File: config.mk
export PLATFORM = sky130hd
export DESIGN_NAME = alu_shift_seq
export DESIGN_NICKNAME = d
export VERILOG_FILES = /design/src/rtl/alu_pkg.sv /design/src/rtl/alu_shift_seq.sv
export SDC_FILE = /design/constraint.sdc
export NUM_CORES = 1
export LEC_CHECK = 0
export CORE_MARGIN = 1.5
export CORE_UTILIZATION = 34
export DETAILED_ROUTE_END_ITERATION = 12
export DONT_BUFFER_PORTS = 1
export HOLD_SLACK_MARGIN = 0.06
export PLACE_DENSITY = 0.49
export RECOVER_POWER = 100
export SETUP_SLACK_MARGIN = 0.3
export SYNTH_ARGS = -nofsm -noshare
export SYNTH_HDL_FRONTEND = slang
export SYNTH_SLANG_ARGS = --single-unit
File: constraint.sdc
create_clock -name clk -period 4 [get_ports clk]
set_clock_uncertainty 0.1 [all_clocks]
set_input_delay 0.8 -clock clk [delete_from_list [all_inputs] [get_ports clk]]
set_output_delay 0.8 -clock clk [all_outputs]
set_load 0.01 [all_outputs]
File: src/rtl/alu_pkg.sv
// Shared definitions for the ALU and its operand-issue sequencer:
// opcodes, flag bit positions and the sequencer state type.
package alu_pkg;

    localparam logic [3:0] OP_ADD = 4'd0;
    localparam logic [3:0] OP_SUB = 4'd1;
    localparam logic [3:0] OP_AND = 4'd2;
    localparam logic [3:0] OP_OR  = 4'd3;
    localparam logic [3:0] OP_XOR = 4'd4;
    localparam logic [3:0] OP_SLL = 4'd5;
    localparam logic [3:0] OP_SRL = 4'd6;
    localparam logic [3:0] OP_SRA = 4'd7;

    localparam int unsigned FLAG_N = 3;
    localparam int unsigned FLAG_V = 2;
    localparam int unsigned FLAG_C = 1;
    localparam int unsigned FLAG_Z = 0;

    typedef enum logic [1:0] {
        S_IDLE  = 2'd0,
        S_EXEC  = 2'd1,
        S_SHIFT = 2'd2,
        S_DONE  = 2'd3
    } seq_state_t;

    function automatic logic is_shift_op(input logic [3:0] op);
        return (op == OP_SLL) || (op == OP_SRL) || (op == OP_SRA);
    endfunction

endpackage

File: src/rtl/alu_shift_seq.sv
// Operand-issue sequencer for the external 16-bit ALU; shifts by N run as N shift-by-1 passes.
// Optional ALU_SHIFT_SEQ_ILLEGAL_TRAP_EN: opcodes >= 8 bypass the ALU and raise res_err.
module alu_shift_seq
    import alu_pkg::*;
#(
    parameter int WIDTH   = 16,
    parameter int SHAMT_W = 4
) (
    input  logic               clk,
    input  logic               rst,
    input  logic               in_valid,
    output logic               in_ready,
    input  logic [3:0]         in_op,
    input  logic [WIDTH-1:0]   in_a,
    input  logic [WIDTH-1:0]   in_b,
    input  logic [SHAMT_W-1:0] in_shamt,
    output logic [WIDTH-1:0]   alu_a,
    output logic [WIDTH-1:0]   alu_b,
    output logic [3:0]         alu_control,
    input  logic [WIDTH-1:0]   alu_out,
    input  logic               alu_zero,
    input  logic               alu_carry,
    input  logic               alu_overflow,
    input  logic               alu_negative,
    output logic               res_valid,
    input  logic               res_ready,
    output logic [WIDTH-1:0]   res_data,
    output logic [3:0]         res_flags,
`ifdef ALU_SHIFT_SEQ_ILLEGAL_TRAP_EN
    output logic               res_err,
`endif
    output logic               busy
);

`ifdef ALU_SHIFT_SEQ_ILLEGAL_TRAP_EN
    localparam bit TRAP_EN = 1'b1;
    logic r_res_err;
    assign res_err = r_res_err;
`else
    localparam bit TRAP_EN = 1'b0;
`endif

    seq_state_t         r_state, w_next;
    logic [3:0]         r_op;
    logic [WIDTH-1:0]   r_acc, r_b, r_res_data;
    logic [SHAMT_W-1:0] r_cnt;
    logic [3:0]         r_res_flags, w_alu_flags;
    logic               w_accept, w_trap, w_shift;

    assign w_alu_flags[FLAG_N] = alu_negative;
    assign w_alu_flags[FLAG_V] = alu_overflow;
    assign w_alu_flags[FLAG_C] = alu_carry;
    assign w_alu_flags[FLAG_Z] = alu_zero;

    assign w_accept = (r_state == S_IDLE) && in_valid;
    assign w_trap   = TRAP_EN && in_op[3];
    assign w_shift  = is_shift_op(in_op);

    assign in_ready  = (r_state == S_IDLE) && !rst;
    assign busy      = (r_state != S_IDLE);
    assign res_valid = (r_state == S_DONE);
    assign res_data  = r_res_data;
    assign res_flags = r_res_flags;

    always_comb begin
        w_next      = r_state;
        alu_a       = '0;
        alu_b       = '0;
        alu_control = '0;
        case (r_state)
            S_IDLE: begin
                if (in_valid) begin
                    if (w_trap)
                        w_next = S_DONE;
                    else if (w_shift)
                        w_next = (in_shamt == '0) ? S_DONE : S_SHIFT;
                    else
                        w_next = S_EXEC;
                end
            end
            S_EXEC: begin
                alu_a       = r_acc;
                alu_b       = r_b;
                alu_control = r_op;
                w_next      = S_DONE;
            end
            S_SHIFT: begin
                alu_a       = r_acc;
                alu_control = r_op;
                if (r_cnt == SHAMT_W'(1))
                    w_next = S_DONE;
            end
            S_DONE: begin
                if (res_ready)
                    w_next = S_IDLE;
            end
            default: w_next = S_IDLE;
        endcase
    end

    always_ff @(posedge clk) begin
        if (rst) begin
            r_state     <= S_IDLE;
            r_op        <= '0;
            r_acc       <= '0;
            r_b         <= '0;
            r_cnt       <= '0;
            r_res_data  <= '0;
            r_res_flags <= '0;
`ifdef ALU_SHIFT_SEQ_ILLEGAL_TRAP_EN
            r_res_err   <= 1'b0;
`endif
        end else begin
            r_state <= w_next;
            case (r_state)
                S_IDLE: begin
                    if (w_accept) begin
                        r_op  <= in_op;
                        r_acc <= in_a;
                        r_b   <= in_b;
                        r_cnt <= in_shamt;
`ifdef ALU_SHIFT_SEQ_ILLEGAL_TRAP_EN
                        r_res_err <= w_trap;
`endif
                        if (w_trap) begin
                            r_res_data  <= '0;
                            r_res_flags <= '0;
                        end else if (w_shift && (in_shamt == '0)) begin
                            // zero-length shift never touches the ALU; flags derive from A
                            r_res_data          <= in_a;
                            r_res_flags         <= '0;
                            r_res_flags[FLAG_N] <= in_a[WIDTH-1];
                            r_res_flags[FLAG_Z] <= (in_a == '0);
                        end
                    end
                end
                S_EXEC: begin
                    r_res_data  <= alu_out;
                    r_res_flags <= w_alu_flags;
                end
                S_SHIFT: begin
                    r_acc <= alu_out;
                    r_cnt <= r_cnt - SHAMT_W'(1);
                    if (r_cnt == SHAMT_W'(1)) begin
                        r_res_data  <= alu_out;
                        r_res_flags <= w_alu_flags;
                    end
                end
                default: ;
            endcase
        end
    end

endmodule

Word-level counts from Yosys, hierarchy flattened --
Cells that the tools add are included.
Storage, ports and cells: flip-flop bits (word level) 62, word-level logic and storage cells 58
Operators by class: add/subtract/negate cells 1, equality and inequality tests 12, mux-type cells 21, reduce and logical (&&, ||, !) cells 17
Operators by type and width (count):
- $mux 16 | 6
- $pmux 16 s3 | 1
- $pmux 16 s2 | 1
- $mux 4 | 5
- $logic_not 16->1 | 1
- $eq 4x3->1 const B | 3
- $pmux 4 s3 | 1
- $mux 2 | 4
- $pmux 2 s4 | 1
- $pmux 4 s2 | 1
- $ne 2x2->1 const B | 3
- $eq 2x2->1 const B | 2
- $eq 4x1->1 const B | 1
- $logic_not 4->1 | 1
- $ne 2x1->1 const B | 2
- $reduce_and 2->1 | 2
- $reduce_and 4->1 | 1
- $reduce_bool 2->1 | 2
- $sub 4x1->4 const B | 1
- $logic_and 1x1->1 | 3
- $reduce_and 3->1 | 1
- $reduce_bool 3->1 | 1
- $eq 2x1->1 const B | 1
- $logic_not 2->1 | 1
- 4 further kinds | 5

Longest topological paths before layout --
Gate-level depths: netlist of run 1.
word-level depth 7, gate-level depth with buffers 8, mapped depth without buffers 6

Worst setup path before layout of run 1 --
Ideal clock, no wire load.
path kind input port to flip-flop, from in in_shamt[2], to reg r_res_data[10] (netlist: res_data[10]), setup time 0.136 ns, arrival time 2.102 ns, setup slack 1.663 ns, stages 5, buffers on the path 1, cells stage by stage or4_4 -> o31a_1 -> nor2_4 -> buf_6 -> a211oi_1
On the way: cells in the longest elaborated chain, start to end 4
Ends and longest elaborated chain:
- from (decl) | line alu_shift_seq.sv:16 | input logic [SHAMT_W-1:0] in_shamt,
- $logic_not 4->1 | line alu_shift_seq.sv:128 | end else if (w_shift && (in_shamt == '0)) begin
- $logic_and 1x1->1 | line alu_shift_seq.sv:128
- $ne 2x1->1 (no line)
- $reduce_and 4->1 (no line)
- to (signal assigned) | line alu_shift_seq.sv:130 | r_res_data <= in_a;
- to (signal assigned) | line alu_shift_seq.sv:138 | r_res_data <= alu_out;
- to (signal assigned) | line alu_shift_seq.sv:145 | r_res_data <= alu_out;
- to (decl) | line alu_shift_seq.sv:45 | logic [WIDTH-1:0] r_acc, r_b, r_res_data;
Every way passes these cells. A chain may end at the register's enable or synchronous reset.

Final worst setup path of run 1 --
from reg r_state[0], to out alu_a[11]
On the way: cells in the longest elaborated chain, start to end 3, elaborated cells on any way between the ends 4, classes of those cells eq/ne: 2; mux: 1; reduce/logical: 1
Ends and longest elaborated chain:
- from (decl) | line alu_shift_seq.sv:43 | seq_state_t r_state, w_next;
- from (signal assigned) | line alu_shift_seq.sv:114 | r_state <= w_next;
- $eq 2x2->1 / $eq 2x1->1 (equally long branches) | line alu_shift_seq.sv:70 | case (r_state)
- $reduce_or 2->1 (no line) *
- $mux 16 * | line alu_shift_seq.sv:70
- to (decl) | line alu_shift_seq.sv:17 | output logic [WIDTH-1:0] alu_a,
Every way passes the cells marked *; elsewhere a longest branch is shown, timed or not.

==> metrics.cfg, run 1 <==
[logic_synthesis]
ys_types=36
synthTopCellsByArea=dfxtp_1 (41%), mux2i_1 (10%), a211oi_1 (7.8%)
yosysTopAreaCellShare_pct=40.6
synth-seq-area-share_pct=40.6
synth_warnings=0
yosys_most_used_dff=dfxtp_1
syn_nets=430
avgSynthCellArea_um2=8.52
ys_ff_latch=62
async_reset_ff_share_pct=0
syn_area_um2=3060
synth_edf_count=0
synthCells=359
yosys.area.top_type=dfxtp_1

[sta]
hold_viol_final=0
finalSetupViolCount=0
min_period_ns=3.04
grt_setup_unrepaired=false
max_freq_mhz=329
fin_tns_setup_ns=0
maxSlewHeadroom_pct=3.01
tightest_slew_ns=1.45
finalMaxSlewViolations=0
finalCritPeriodShare_pct=76.1

[clocking]
clk_latency_ns=0.34
htreeDepth=3
ctsLongestPathBuffers=2
clk_pin_slew_worst_paths_ns=0.07
cts_setup_buffers=0
cts_resized=0
clock-sinks=62
cts-root-buf=clkbuf_8
cts_tree=done
cts-buffers-inserted=9
ctsHoldBuffers=0

[drt]
drc=0
viasPerCell=5.27
wirelength_um=7870
drt_iter0_drc=92
first_pass_iters=4
wire_per_inst_um=17.3
vias=2391
postRouteAntennaNets=0

[finish]
antenna_cells=0
syn_to_final_growth_pct=6.42
final_cells=454
final_nets=413
fillCellCount=892
drive_gt1_share_pct=6.65

[worst_setup_path]
endpoint_kind=primary output
worstPathCellList=inv_1, ha_2, and2_0
cp.required_ns=3.10
arrival_ns=2.14
path_max_fanout=44
critPathKind=flop to primary output
worstSetupStartpointType=flop
cpPeakStageDelay_ns=0.95
slowest_stage=ha_2

[job]
cap_violations=0

[global_route]
grt_pass1_wl_um=12300
grt_use_met2_pct=25.8
grt_pass1_vias=2316
grt-busiest-layer=met2
antenna_found_initial=0
track_usage_pct=16.5
grt_overflow_total=0
grt_max_degree=64
met1_usage_pct=20.7
met3_usage_pct=6.30

[floorplan]
dieArea_um2=9580
start_util_pct=35.1
fp-row-count=34
die_h_um=97.9
die_x_um=97.9
num_io_pins=123
core-area_um2=8720

[power]
ir_worst_vdd_mv=0.300
powerDensity_nw_per_um2=750
power_leakage_nw=1.12

[min_path]
hold_path.class=flop to flop

[placement]
place.gp.congestion=0.749
portBuffers=0
dp.cells=439
dp_hpwl_um=5370

[status]
outcome=complete, no violations

## report_power, final
part | switching (mW) | total, mW | internal (mW)
Clock | 0.246 | 0.528 | 0.283
Combinational | 0.620 | 0.982 | 0.362
Sequential | 0.133 | 0.931 | 0.798
## Yosys cell counts, types with 2 or more instances
master / instances
o21ai_0: 5
buf_2: 3
a221oi_1: 2
a21oi_1: 45
nor4_1: 3
ha_1: 7
nand2b_1: 3
and2_1: 37
nor2b_1: 2
a311oi_1: 3
mux2i_1: 31
buf_6: 2
clkbuf_1: 23
dfxtp_1: 62
inv_1: 7
nand4_1: 3
a211oi_1: 32
a22oi_1: 2
nand2_1: 45
nor2_1: 25
nor3_1: 2
## cell families after synthesis
| family | Yosys count | share of synthesized area, % |
|---|---|---|
| simple gates | 125 | 20.3 |
| mux | 32 | 10.5 |
| fa+ha+maj | 7 | 2.86 |
| buf+inv | 37 | 5.31 |
| compound gates | 96 | 20.4 |
| flops | 62 | 40.6 |
## layout by cell type, fill, tap and decap left out
cell type   instances
a211oi_1           31
buf_4               2
nor2_4              1
a211o_1             1
nand2_1            45
a21oi_1            45
o2bb2ai_1           1
bufinv_16           1
nand2b_1            3
a221oi_1            2
a22oi_1             2
or4b_2              1
mux2i_1            31
clkinv_4            1
o31ai_2             1
dfxtp_1            62
clkinv_2            2
and2_0             37
ha_1                6
nor4_1              3
nor3_1              2
clkbuf_8            9
a311oi_1            3
a211oi_2            2
nor2_1             25
nand4_1             3
o211ai_1            1
nor2b_1             2
a22o_1              1
o31a_1              1
o21ai_0             5
inv_1               7
or4_1               2
or3b_1              1
mux2_1              1
clkinvlp_4          2
ha_2                1
## worst max-delay path: cells and delay by family, from the launching register on
kind	cells	cell delay (ns)
adder cells (fa/ha/maj)	1	0.95
AND/OR/NAND/NOR	1	0.33
buffers and inverters	1	0.09
flip-flops	1	0.42
## state kept, by name, indices dropped and copies added (netlist names)
signal / flops
r_acc: 16
r_b: 16
res_data: 16
r_cnt: 4
r_op: 4
res_flags: 4
r_state: 2
## metrics by stage
stage          setup WS [ns]  power, mW  hold WS, ns  instance area [µm²]  util [%]
2_1_floorplan           1.66       1.76        0.332                 3060         -
3_3_place_gp            1.28       1.93        0.333                 3080      35.3
3_5_place_dp            1.24       1.95        0.337                 3080      35.3
4_1_cts                0.970       2.48        0.347                 3270      37.5
5_1_grt                0.789       2.63        0.369                 3260      37.3
6_report               0.957       2.44        0.343                 3260      37.3
## layout make-up
cell class	count	area, µm²	area share, %
flip-flops and latches	62	1240	38.1
repair buffers	2	15.0	0.461
clock buffers	9	124	3.80
multi-input cells	260	1650	50.7
clock inverters	6	63.8	1.96
inverters	7	26.3	0.807
well taps	108	135	4.15
## worst paths after layout
check                  start        end  slack (ns)  depth (start not counted)
setup / recovery  r_state[0]  alu_a[11]        0.96                          3
hold / removal       r_op[1]    r_op[1]        0.34                          2
setup reg to reg  r_state[0]   r_cnt[0]        1.25                          5
hold reg to reg      r_op[1]    r_op[1]        0.34                          2
## layer usage
layer,share of wire (%),routed length [µm]
met5,0,0
met2,45,3510
met1,45,3570
met4,1.4,109
met3,8.6,673
No activity file was read; power rests on OpenSTA's default activity.
==> inputs of run 2 (changes only) <==
==> constraint.sdc (replaced) <==
create_clock -name clk -period 3.05 [get_ports clk]
set_clock_uncertainty 0.1 [all_clocks]
set_input_delay 0.61 -clock clk [delete_from_list [all_inputs] [get_ports clk]]
set_output_delay 0.61 -clock clk [all_outputs]
set_load 0.01 [all_outputs]
==> metrics.cfg, run 2 (synthesized netlist as in run 1, its figures left out) <==
[worst_setup_path]
endpoint_kind=flop
worstSetupStartpointType=flop
worst-path-buf-inv=2
cpPeakStageDelay_ns=0.67
path_delay_family=multiplexers
slowest_stage=mux2_1
path_max_fanout=23
critPathKind=flop to flop
arrival_ns=2.68
cp.required_ns=3.19
worstPathCellList=inv_1, ha_1, mux2_1, clkbuf_2, nor2_1, a211oi_1

[global_route]
grt_use_met2_pct=25.2
grt_overflow_total=0
grt-busiest-layer=met2
met3_usage_pct=6.44
grt_pass1_vias=2362
track_usage_pct=16.7
grt_pass1_wl_um=12500
grt_max_degree=64
antenna_found_initial=0
met1_usage_pct=21.0

[sta]
max_freq_mhz=395
tightest_slew_ns=0.997
maxSlewHeadroom_pct=33.5
grt_setup_unrepaired=false
fin_tns_setup_ns=0
finalSetupViolCount=0
hold_viol_final=0
finalMaxSlewViolations=0
finalCritPeriodShare_pct=83.0
min_period_ns=2.53
timing.hold.ws_ns=0.251

[clocking]
clk_pin_slew_worst_paths_ns=0.07
cts_tree=done
ctsHoldBuffers=0
clk_latency_ns=0.33
cts-buffers-inserted=9
clock-sinks=62
htreeDepth=3
ctsLongestPathBuffers=2
cts-root-buf=clkbuf_8

[status]
outcome=complete, no violations

[floorplan]
dieArea_um2=9580
start_util_pct=35.1
die_h_um=97.9
die_x_um=97.9
core-area_um2=8720
num_io_pins=123
fp-row-count=34

[drt]
wire_per_inst_um=17.3
vias=2425
wirelength_um=7910
first_pass_iters=6
postRouteAntennaNets=0
drc=0
drt_iter0_drc=97
viasPerCell=5.29

[power]
power_leakage_nw=1.14
powerDensity_nw_per_um2=968
ir_worst_vdd_mv=0.396
total_power_mw=3.17

[min_path]
hold_path.class=primary input to flop

[finish]
antenna_cells=0
fillCellCount=902
mostFrequentLayoutCells=dfxtp_1 (62), nand2_1 (45), a21oi_1 (45), and2_0 (36)
layout_commonest_cell=dfxtp_1
final_nets=416
syn_to_final_growth_pct=7.15
drive_gt1_share_pct=7.43

[placement]
portBuffers=0
dp_hpwl_um=5590
place.gp.congestion=0.785

[job]
cap_violations=0

## run 2: per-layer routing
layer | vias to the layer above | wire length, µm | share of wire (%)
met1 | 1104 | 3520 | 45
met2 | 85 | 3560 | 45
met4 | 0 | 95 | 1.2
met5 | - | 0 | 0
li1 | 1228 | - | -
met3 | 8 | 735 | 9.3
## run 2: final cells by class
class | count | area [µm²] | share of cell area [%]
clock buffers | 12 | 145 | 4.43
repair buffers | 5 | 35.0 | 1.07
clock inverters | 4 | 22.5 | 0.687
well taps | 108 | 135 | 4.12
multi-input cells | 260 | 1670 | 51.0
flip-flops and latches | 62 | 1240 | 37.8
inverters | 7 | 26.3 | 0.801
## run 2: timing repair
item | CTS | global route
setup endpoints to repair | 20 | 0
buffers inserted | 0 | 0
resized for setup | 1 | 0
## run 2: stage by stage
stage	instances	instance area, µm²	utilization, %	setup slack, ns
6_report	458	3280	37.6	0.518
5_1_grt	458	3280	37.6	0.234
4_1_cts	458	3280	37.6	0.567
3_5_place_dp	442	3100	35.6	0.594
3_3_place_gp	442	3100	35.6	0.636
2_1_floorplan	359	3060	-	0.903
## run 2: where the power goes
part | leakage (nW) | internal [mW] | switching, mW
logic | 0.543 | 0.512 | 0.812
clock network | 0.0861 | 0.313 | 0.308
registers | 0.511 | 1.05 | 0.181
## run 2: worst paths after layout
| path | start | endpoint | slack (ns) | depth (start not counted) |
|---|---|---|---|---|
| max reg2reg | r_state[0] | r_acc[5] | 0.52 | 6 |
| max | r_state[0] | r_acc[5] | 0.52 | 6 |
| min | rst | r_cnt[2] | 0.25 | 1 |
| min reg2reg | r_b[9] | r_b[9] | 0.35 | 2 |
